`config.mk`:
```
export PLATFORM = sky130hd
export DESIGN_NAME = pipeline_hazard_ctrl_flat
export DESIGN_NICKNAME = d
export VERILOG_FILES = /design/src/rtl/pipeline_hazard_ctrl_pkg.sv /design/src/rtl/pipeline_hazard_ctrl_if.sv /design/src/rtl/pipeline_hazard_ctrl_load_use.sv /design/src/rtl/pipeline_hazard_ctrl.sv /design/src/flat_wrapper.sv
export SDC_FILE = /design/constraint.sdc
export NUM_CORES = 1
export LEC_CHECK = 0
export BUFFER_PORTS_ARGS = -buffer_cell sky130_fd_sc_hd__buf_2
export CAP_MARGIN = 20
export CORE_AREA = 2 2 39 41
export CTS_BUF_LIST = sky130_fd_sc_hd__clkbuf_8 sky130_fd_sc_hd__clkbuf_16
export CTS_CLUSTER_SIZE = 40
export DETAILED_ROUTE_END_ITERATION = 12
export DIE_AREA = 0 0 41 43
export PLACE_DENSITY_LB_ADDON = 0.2
export SYNTH_ARGS = -nofsm -noshare
export SYNTH_HDL_FRONTEND = slang
export SYNTH_HIERARCHICAL = 1
export SYNTH_SLANG_ARGS = --single-unit
```
`constraint.sdc`:
```
create_clock -name clk -period 1.5 [get_ports clk]
set_input_delay 0.075 -clock clk [delete_from_list [all_inputs] [get_ports clk]]
set_output_delay 0.075 -clock clk [all_outputs]
set_load 0.02 [all_outputs]
```
`src/rtl/pipeline_hazard_ctrl_pkg.sv`:
```
// pipeline_pkg: shared state encoding and defaults for the pipeline hazard controller.
package pipeline_pkg;
    typedef enum logic {RUN, MDU_BUSY} hazard_state_e;
    localparam int MDU_LAT_DEFAULT = 4;
endpackage

```
`src/rtl/pipeline_hazard_ctrl_if.sv`:
```
// pipeline_hazard_ctrl_if: hazard inputs from ID/EX/MEM and stall/flush controls to the pipeline.
interface pipeline_hazard_ctrl_if;
    logic [4:0] rs1_id, rs2_id, rd_ex;
    logic       rs1_used_id, rs2_used_id;
    logic       mem_rd_ex, mdu_op_ex, branch_taken_ex;
    logic       dmem_req_mem, dmem_ack;
    logic       pc_en, if_id_en, id_ex_en, ex_mem_en;
    logic       if_id_flush, id_ex_flush, ex_mem_flush, mem_wb_flush;
    logic       mdu_busy, mdu_done;
    modport master (
        output rs1_id, rs2_id, rd_ex, rs1_used_id, rs2_used_id, mem_rd_ex, mdu_op_ex,
               branch_taken_ex, dmem_req_mem, dmem_ack,
        input  pc_en, if_id_en, id_ex_en, ex_mem_en, if_id_flush, id_ex_flush,
               ex_mem_flush, mem_wb_flush, mdu_busy, mdu_done
    );
    modport slave (
        input  rs1_id, rs2_id, rd_ex, rs1_used_id, rs2_used_id, mem_rd_ex, mdu_op_ex,
               branch_taken_ex, dmem_req_mem, dmem_ack,
        output pc_en, if_id_en, id_ex_en, ex_mem_en, if_id_flush, id_ex_flush,
               ex_mem_flush, mem_wb_flush, mdu_busy, mdu_done
    );
endinterface

```
`src/rtl/pipeline_hazard_ctrl_load_use.sv`:
```
// load_use_detect: flags an ID instruction reading the destination of a load sitting in EX.
module load_use_detect (
    input  logic [4:0] rs1_id_i,
    input  logic [4:0] rs2_id_i,
    input  logic [4:0] rd_ex_i,
    input  logic       rs1_used_id_i,
    input  logic       rs2_used_id_i,
    input  logic       mem_rd_ex_i,
    output logic       load_use_o
);
    assign load_use_o = mem_rd_ex_i & (rd_ex_i != 5'd0) &
                        ((rs1_used_id_i & (rs1_id_i == rd_ex_i)) |
                         (rs2_used_id_i & (rs2_id_i == rd_ex_i)));
endmodule

```
`src/rtl/pipeline_hazard_ctrl.sv`:
```
// pipeline_hazard_ctrl: stall/flush sequencer for load-use, MDU occupancy, dmem waits and branches.
module pipeline_hazard_ctrl
    import pipeline_pkg::*;
#(
    parameter int MDU_LAT = MDU_LAT_DEFAULT,
    parameter int CNT_W   = $clog2(MDU_LAT)
) (
    input logic                  clk,
    input logic                  rst_n,
    pipeline_hazard_ctrl_if.slave hz
);
    hazard_state_e    state_q, state_d;
    logic [CNT_W-1:0] cnt_q, cnt_d;
    logic             load_use, mem_wait, mdu_stall;

    load_use_detect u_load_use (
        .rs1_id_i      (hz.rs1_id),
        .rs2_id_i      (hz.rs2_id),
        .rd_ex_i       (hz.rd_ex),
        .rs1_used_id_i (hz.rs1_used_id),
        .rs2_used_id_i (hz.rs2_used_id),
        .mem_rd_ex_i   (hz.mem_rd_ex),
        .load_use_o    (load_use)
    );

    assign mem_wait    = hz.dmem_req_mem & ~hz.dmem_ack;
    assign mdu_stall   = (state_q == RUN) ? hz.mdu_op_ex : (cnt_q != '0);
    assign hz.mdu_busy = (state_q == MDU_BUSY);

    always_ff @(posedge clk or negedge rst_n)
        if (!rst_n) begin
            state_q <= RUN;
            cnt_q   <= '0;
        end else begin
            state_q <= state_d;
            cnt_q   <= cnt_d;
        end

    always_comb begin
        state_d         = state_q;
        cnt_d           = cnt_q;
        hz.pc_en        = 1'b1;
        hz.if_id_en     = 1'b1;
        hz.id_ex_en     = 1'b1;
        hz.ex_mem_en    = 1'b1;
        hz.if_id_flush  = 1'b0;
        hz.id_ex_flush  = 1'b0;
        hz.ex_mem_flush = 1'b0;
        hz.mem_wb_flush = 1'b0;
        hz.mdu_done     = 1'b0;
        if (!rst_n) begin
            {hz.pc_en, hz.if_id_en, hz.id_ex_en, hz.ex_mem_en} = 4'b0000;
            {hz.if_id_flush, hz.id_ex_flush, hz.ex_mem_flush, hz.mem_wb_flush} = 4'b1111;
        end else if (mem_wait) begin
            // MDU keeps computing through a memory wait; only the advance is held.
            {hz.pc_en, hz.if_id_en, hz.id_ex_en, hz.ex_mem_en} = 4'b0000;
            hz.mem_wb_flush = 1'b1;
            cnt_d = (cnt_q != '0) ? cnt_q - CNT_W'(1) : cnt_q;
        end else if (mdu_stall) begin
            {hz.pc_en, hz.if_id_en, hz.id_ex_en} = 3'b000;
            hz.ex_mem_flush = 1'b1;
            state_d = MDU_BUSY;
            cnt_d = (state_q == RUN) ? CNT_W'(MDU_LAT - 2) : cnt_q - CNT_W'(1);
        end else if (state_q == MDU_BUSY) begin
            hz.mdu_done = 1'b1;
            state_d = RUN;
        end else if (hz.branch_taken_ex) begin
            hz.if_id_flush = 1'b1;
            hz.id_ex_flush = 1'b1;
        end else if (load_use) begin
            hz.pc_en       = 1'b0;
            hz.if_id_en    = 1'b0;
            hz.id_ex_flush = 1'b1;
        end
    end
endmodule

```
`src/flat_wrapper.sv`:
```
// flat-port wrapper written by rule: the top's interface ports become plain ports
module pipeline_hazard_ctrl_flat import pipeline_pkg::*;
#(
    parameter int MDU_LAT = MDU_LAT_DEFAULT,
    parameter int CNT_W   = $clog2(MDU_LAT)
)
  (clk, rst_n, hz_rs1_id, hz_rs2_id, hz_rd_ex, hz_rs1_used_id, hz_rs2_used_id, hz_mem_rd_ex, hz_mdu_op_ex, hz_branch_taken_ex, hz_dmem_req_mem, hz_dmem_ack, hz_pc_en, hz_if_id_en, hz_id_ex_en, hz_ex_mem_en, hz_if_id_flush, hz_id_ex_flush, hz_ex_mem_flush, hz_mem_wb_flush, hz_mdu_busy, hz_mdu_done);
  pipeline_hazard_ctrl_if hz_i ();
  input logic clk;
  input logic rst_n;
  input wire logic [$bits(hz_i.rs1_id)-1:0] hz_rs1_id;
  input wire logic [$bits(hz_i.rs2_id)-1:0] hz_rs2_id;
  input wire logic [$bits(hz_i.rd_ex)-1:0] hz_rd_ex;
  input wire logic [$bits(hz_i.rs1_used_id)-1:0] hz_rs1_used_id;
  input wire logic [$bits(hz_i.rs2_used_id)-1:0] hz_rs2_used_id;
  input wire logic [$bits(hz_i.mem_rd_ex)-1:0] hz_mem_rd_ex;
  input wire logic [$bits(hz_i.mdu_op_ex)-1:0] hz_mdu_op_ex;
  input wire logic [$bits(hz_i.branch_taken_ex)-1:0] hz_branch_taken_ex;
  input wire logic [$bits(hz_i.dmem_req_mem)-1:0] hz_dmem_req_mem;
  input wire logic [$bits(hz_i.dmem_ack)-1:0] hz_dmem_ack;
  output wire logic [$bits(hz_i.pc_en)-1:0] hz_pc_en;
  output wire logic [$bits(hz_i.if_id_en)-1:0] hz_if_id_en;
  output wire logic [$bits(hz_i.id_ex_en)-1:0] hz_id_ex_en;
  output wire logic [$bits(hz_i.ex_mem_en)-1:0] hz_ex_mem_en;
  output wire logic [$bits(hz_i.if_id_flush)-1:0] hz_if_id_flush;
  output wire logic [$bits(hz_i.id_ex_flush)-1:0] hz_id_ex_flush;
  output wire logic [$bits(hz_i.ex_mem_flush)-1:0] hz_ex_mem_flush;
  output wire logic [$bits(hz_i.mem_wb_flush)-1:0] hz_mem_wb_flush;
  output wire logic [$bits(hz_i.mdu_busy)-1:0] hz_mdu_busy;
  output wire logic [$bits(hz_i.mdu_done)-1:0] hz_mdu_done;
  assign hz_i.rs1_id = hz_rs1_id;
  assign hz_i.rs2_id = hz_rs2_id;
  assign hz_i.rd_ex = hz_rd_ex;
  assign hz_i.rs1_used_id = hz_rs1_used_id;
  assign hz_i.rs2_used_id = hz_rs2_used_id;
  assign hz_i.mem_rd_ex = hz_mem_rd_ex;
  assign hz_i.mdu_op_ex = hz_mdu_op_ex;
  assign hz_i.branch_taken_ex = hz_branch_taken_ex;
  assign hz_i.dmem_req_mem = hz_dmem_req_mem;
  assign hz_i.dmem_ack = hz_dmem_ack;
  assign hz_pc_en = hz_i.pc_en;
  assign hz_if_id_en = hz_i.if_id_en;
  assign hz_id_ex_en = hz_i.id_ex_en;
  assign hz_ex_mem_en = hz_i.ex_mem_en;
  assign hz_if_id_flush = hz_i.if_id_flush;
  assign hz_id_ex_flush = hz_i.id_ex_flush;
  assign hz_ex_mem_flush = hz_i.ex_mem_flush;
  assign hz_mem_wb_flush = hz_i.mem_wb_flush;
  assign hz_mdu_busy = hz_i.mdu_busy;
  assign hz_mdu_done = hz_i.mdu_done;
  pipeline_hazard_ctrl #(.MDU_LAT(MDU_LAT), .CNT_W(CNT_W)) u_core (.clk(clk), .rst_n(rst_n), .hz(hz_i));
endmodule
```
# == Yosys cells after proc, flatten, opt, wreduce, memory -nomap -nowiden ==
# Index checks and enable logic that the tools add are counted.
# totals
reg_bits,3
inputBits,24
word_cells,55
# classes
addsub,1
n_eq_ne,3
mux,36
bitwise_logic,8
n_reduce_logical,5
# ops
operator,n
1-bit 2-to-1 mux,32
5-bit == test,2
2-bit 2-to-1 mux,4
1-bit AND,5
5-bit nonzero test,1
2-bit nonzero test,2
3-bit AND reduction,1
2-bit inequality test (second input constant),1
1-bit inverter,2
2-bit AND reduction,1
2-bit by 1-bit subtractor with 2-bit output (second input constant),1
1-bit OR,1

# == Depth between registers and ports, before layout ==
# logic_depth
depth_word,10
depth_mapped,6

# == Modules after synthesis ==
# Netlist, hierarchy kept.
# modules_own_cells
mod,n_inst,cells_per_inst,area_each_um2,seq_area_each_um2
pipeline_hazard_ctrl,1,34,282.8,75.1
load_use_detect,1,17,133.9,0.0

# == Worst setup path after synthesis ==
# Ideal clock, no wire load.
# synth_timing
path_type,register to output
start,"reg u_core.state_q, in the netlist u_core/hz.mdu_busy"
end,out hz_pc_en
t_arrival_ns,1.475
required_time_ns,1.425
path_slack_ns,-0.050
path_stages_with_launch,5
n_path_buf,1
path_cell_list,dfrtp_1 nor2_2 o211ai_2 a21oi_1 buf_4
# synth_via
elab_chain_cells,4
word_cells_on_any_way,5
classes_between,mux: 5
# synth_lines
item,line,source
from (decl),pipeline_hazard_ctrl.sv:12,"hazard_state_e state_q, state_d;"
from (signal assigned),pipeline_hazard_ctrl.sv:35,state_q <= state_d;
"1-bit 2-to-1 mux, on equally long branches",n/a,
1-bit 2-to-1 mux * (3 in a row),n/a,
to (decl),flat_wrapper.sv:21,output wire logic [$bits(hz_i.pc_en)-1:0] hz_pc_en;
# Every way passes the cells marked *; elsewhere a longest branch is shown, timed or not.

# == Final worst setup path ==
# layout_timing
start,reg u_core.cnt_q[0]
end,out hz_pc_en
# layout_via
elab_chain_cells,5
# layout_lines
item,line,source
from (decl),pipeline_hazard_ctrl.sv:13,"logic [CNT_W-1:0] cnt_q, cnt_d;"
from (signal assigned),pipeline_hazard_ctrl.sv:36,cnt_q <= cnt_d;
2-bit nonzero test,pipeline_hazard_ctrl.sv:27,assign mdu_stall = (state_q == RUN) ? hz.mdu_op_ex : (cnt_q != '0);
1-bit 2-to-1 mux,pipeline_hazard_ctrl.sv:27,
1-bit 2-to-1 mux,pipeline_hazard_ctrl.sv:59,end else if (mdu_stall) begin
1-bit 2-to-1 mux,pipeline_hazard_ctrl.sv:54,end else if (mem_wait) begin
1-bit 2-to-1 mux,pipeline_hazard_ctrl.sv:51,if (!rst_n) begin
# Every way passes these cells.

==> summary.txt <==
Detailed routing
  • Antenna-violating nets left: 0
  • Post-route DRC: 0
  • Starting DRC count in detailed routing: 4
  • Via count: 496
  • Final routed wire length divided by cell count: about 9.6 um
  • DRT Wirelength: about 1000 um
  • Vias/cell: 4.59
  • First-pass iteration count of the detailed router: 2

Pwr
  • Switch share: 39.0%
  • Comb pwr share: between 50% and 60%
  • VDD IR max: around 500 uV
  • Clk pwr share: between 20% and 30%
  • Internal power: 0.000554 W
  • Total leakage power: 0.367 nW
  • Psw: 0.000354 W
  • Seq pwr share: 17.9%
  • Power Density: between 1000 and 1500 mW/mm^2

Setup path
  • CP delay by family, top: flip-flops
  • WP data arrival: about 1400 ps
  • Critical path fanouts, max: 3
  • Setup CP Type: register to output port
  • CP required: 1420 ps
  • WP buf/inv: 2
  • Largest stage delay, worst path: roughly 370 ps
  • CP max-delay cell: dfrtp_1
  • CP endpoint kind: output port
  • Startpoint types: register
  • Cell Chain, Critical Path: inv_2, ha_2, and2_4, o211ai_4, a21oi_2, buf_4

Place
  • IO buf count: 33
  • GP Congestion: 0.631
  • Hpwl dp: just under 800 um

Logic synthesis
  • Ys Warns: 6
  • #FFs+latches synth: 3
  • Synth cell count leaders: 8 x xor2_1, 5 x nand2_1, 4 x a21oi_1
  • Sequential fraction of the synthesis area: around 18%
  • Main flop type after synthesis: dfrtp_1
  • Mapped Area: about 420 sq um
  • Yosys top cell area share: 18.0%
  • Synth cell types: 28
  • Mapped Avg Cell Area: just over 8 sq um
  • EDFF count, synth: 0
  • Most frequent cell after synthesis: xor2_1
  • Ranking of synthesized cells by area: dfrtp_1 18%, xor2_1 17%, ha_1 6.0%, a21oi_1 4.8%, nand2_1 4.5%
  • Async set-or-reset flop fraction in the synthesized netlist: 100%
  • Cells after Synth: 51
  • Synth area leader: dfrtp_1
  • Syn nets: 77

Timing
  • Clock Skew: roughly 0.90 ps
  • # setup viols final: 0
  • Max-slew headroom: around 80%
  • Setup_tns: 0 ps
  • Final period util: ~97%
  • Minimum clock period: approximately 1500 ps
  • Slew at the pin closest to its max-slew limit: roughly 310 ps
  • Final Slew Violations: 0
  • Fin. Hold Viols: 0
  • Worst hold slack: between 200 and 250 ps
  • Achievable Freq: 0.690 GHz

GRT
  • First-pass GRT wire length: 1490 um
  • Largest net degree at the start of global routing: 12
  • Antenna violations before repair: 0
  • Gr ovfl total: 0
  • Total Routing Usage GR: approximately an eighth
  • Vias in the first global route: around 420

Die
  • Height of the die: roughly 43 um
  • Io pins: 34
  • Initial core utilization: a little under a third
  • Core region area: between 0.001 and 0.0015 sq mm
  • Row cnt: 14
  • Die ar.: around 0.0018 sq mm
  • Horiz. Die Dim: about 41 um

Layout
  • Area of the multi-input gates: ~350 sq um
  • Share of layout cells above drive strength 1: between 50 and 60%
  • Nets: 119
  • Inserted Diodes: 0
  • Fillers: between 100 and 150
  • Register area: about 75 sq um
  • Area Growth Syn to Fin: 71.2%
  • Fin util: between 50 and 60%

Flow run
  • Max_cap viols: 0

Clock tree
  • Clk slew on worst S/H paths: 30 ps
  • CTS tree: done
  • Worst-Skew Late Latency: roughly 210 ps
  • Clock sinks: 3
  • CTS buffer count: 3
  • CTS max path bufs: 2
  • CTS H-Tree Depth: 1
  • CTS root buf: clkbuf_8

Status
  • Outcome: complete, no violations

Min path
  • Hold crit path type: input pin to asynchronous set/reset pin
==> layer usage <==
| layer | global-route usage (%) | vias to the layer above | routed length, um |
|---|---|---|---|
| li1 | - | 259 | - |
| met1 | 13.6 | 214 | 416 |
| met2 | 19.1 | 23 | 533 |
| met3 | 4.71 | 0 | 86 |
| met4 | 8.00 | 0 | 0 |
| met5 | 0 | - | 0 |
==> area by class of cell <==
cell class,count,area share [%]
flip-flops and latches,3,10.5
well taps,16,2.81
repair buffers,38,29.5
multi-input cells,43,48.8
clock inverters,1,0.526
inverters,4,2.11
clock buffers,3,5.79
==> logic make-up after synthesis <==
logic type | after synthesis | share of synthesized area, %
simple gates | 19 | 28.8
buf+inv | 5 | 5.41
compound gates | 12 | 20.7
fa+ha+maj | 2 | 6.01
xor+xnor | 10 | 21.0
flops | 3 | 18.0
==> worst register-to-register path, stage by stage, from the launching register on <==
cell and delay (ps):
dfrtp_1 370, inv_2 80, ha_2 180, and2_4 150, o211ai_4 90, buf_4 140, buf_4 120, o21a_1 90
==> path summary, 6_finish.rpt <==
| path | start | end | slack [ps] | cells past startpoint |
|---|---|---|---|---|
| min in group clk | hz_mdu_op_ex | u_core/cnt_q[0]$_DFFE_PN0P_ | 310 | 4 |
| worst max register to register | u_core/cnt_q[0]$_DFFE_PN0P_ | u_core/hz.mdu_busy$_DFFE_PN0P_ | 170 | 7 |
| max in group asynchronous | rst_n | u_core/cnt_q[0]$_DFFE_PN0P_ | 1070 | 2 |
| worst min register to register | u_core/cnt_q[1]$_DFFE_PN0P_ | u_core/cnt_q[1]$_DFFE_PN0P_ | 510 | 1 |
| worst min-delay path | rst_n | u_core/hz.mdu_busy$_DFFE_PN0P_ | 250 | 2 |
| worst max-delay path | u_core/cnt_q[0]$_DFFE_PN0P_ | hz_pc_en | 50 | 6 |
==> layout by cell type, fill, tap and decap left out, types with 2 or more instances in the layout <==
| cell type | Yosys | routed |
|---|---|---|
| a21oi_1 | 4 | 3 |
| buf_2 | 0 | 31 |
| buf_4 | 1 | 6 |
| clkbuf_8 | 0 | 3 |
| dfrtp_1 | 3 | 3 |
| inv_1 | 3 | 2 |
| inv_2 | 1 | 3 |
| nand2_1 | 5 | 5 |
| nand3_1 | 3 | 3 |
| nor4_2 | 1 | 2 |
| o211ai_1 | 2 | 2 |
| xnor2_1 | 2 | 2 |
| xor2_1 | 8 | 8 |
==> power by group through the flow <==
stage | clock, W | sequential [W] | combinational (W)
after floorplan | 0 | 0.000163 | 0.000289
after global placement | 0 | 0.000155 | 0.000409
after detailed placement | 0 | 0.000156 | 0.000415
after CTS | 0.000234 | 0.000151 | 0.000457
after global routing | 0.000241 | 0.000167 | 0.000576
final | 0.000226 | 0.000163 | 0.000519
==> state kept, by name, indices dropped and copies added, names as in the netlist <==
name	cells
u_core/cnt_q	2
u_core/hz.mdu_busy	1
==> repair_timing <==
| action | in CTS | in global routing |
|---|---|---|
| hold buffers | 1 | 0 |
| cloned | 0 | 0 |
| gates resized for setup | 2 | 7 |
| pin swaps | 1 | 1 |
| endpoints found under the hold margin | 3 | 0 |
| buffers inserted | 2 | 2 |
| setup endpoints to repair | 2 | 4 |
==> through the flow <==
stage,cells,total power [W],instance area (sq um),worst slack (ps)
final,108,0.000908,713,49.9
after global routing,108,0.000983,713,-13.9
after CTS,106,0.000841,673,5.84
after detailed placement,99,0.000571,598,71.1
after global placement,99,0.000564,598,72.1
after floorplan,51,0.000452,420,110
Note: power is estimated with default switching activity, not from simulation.
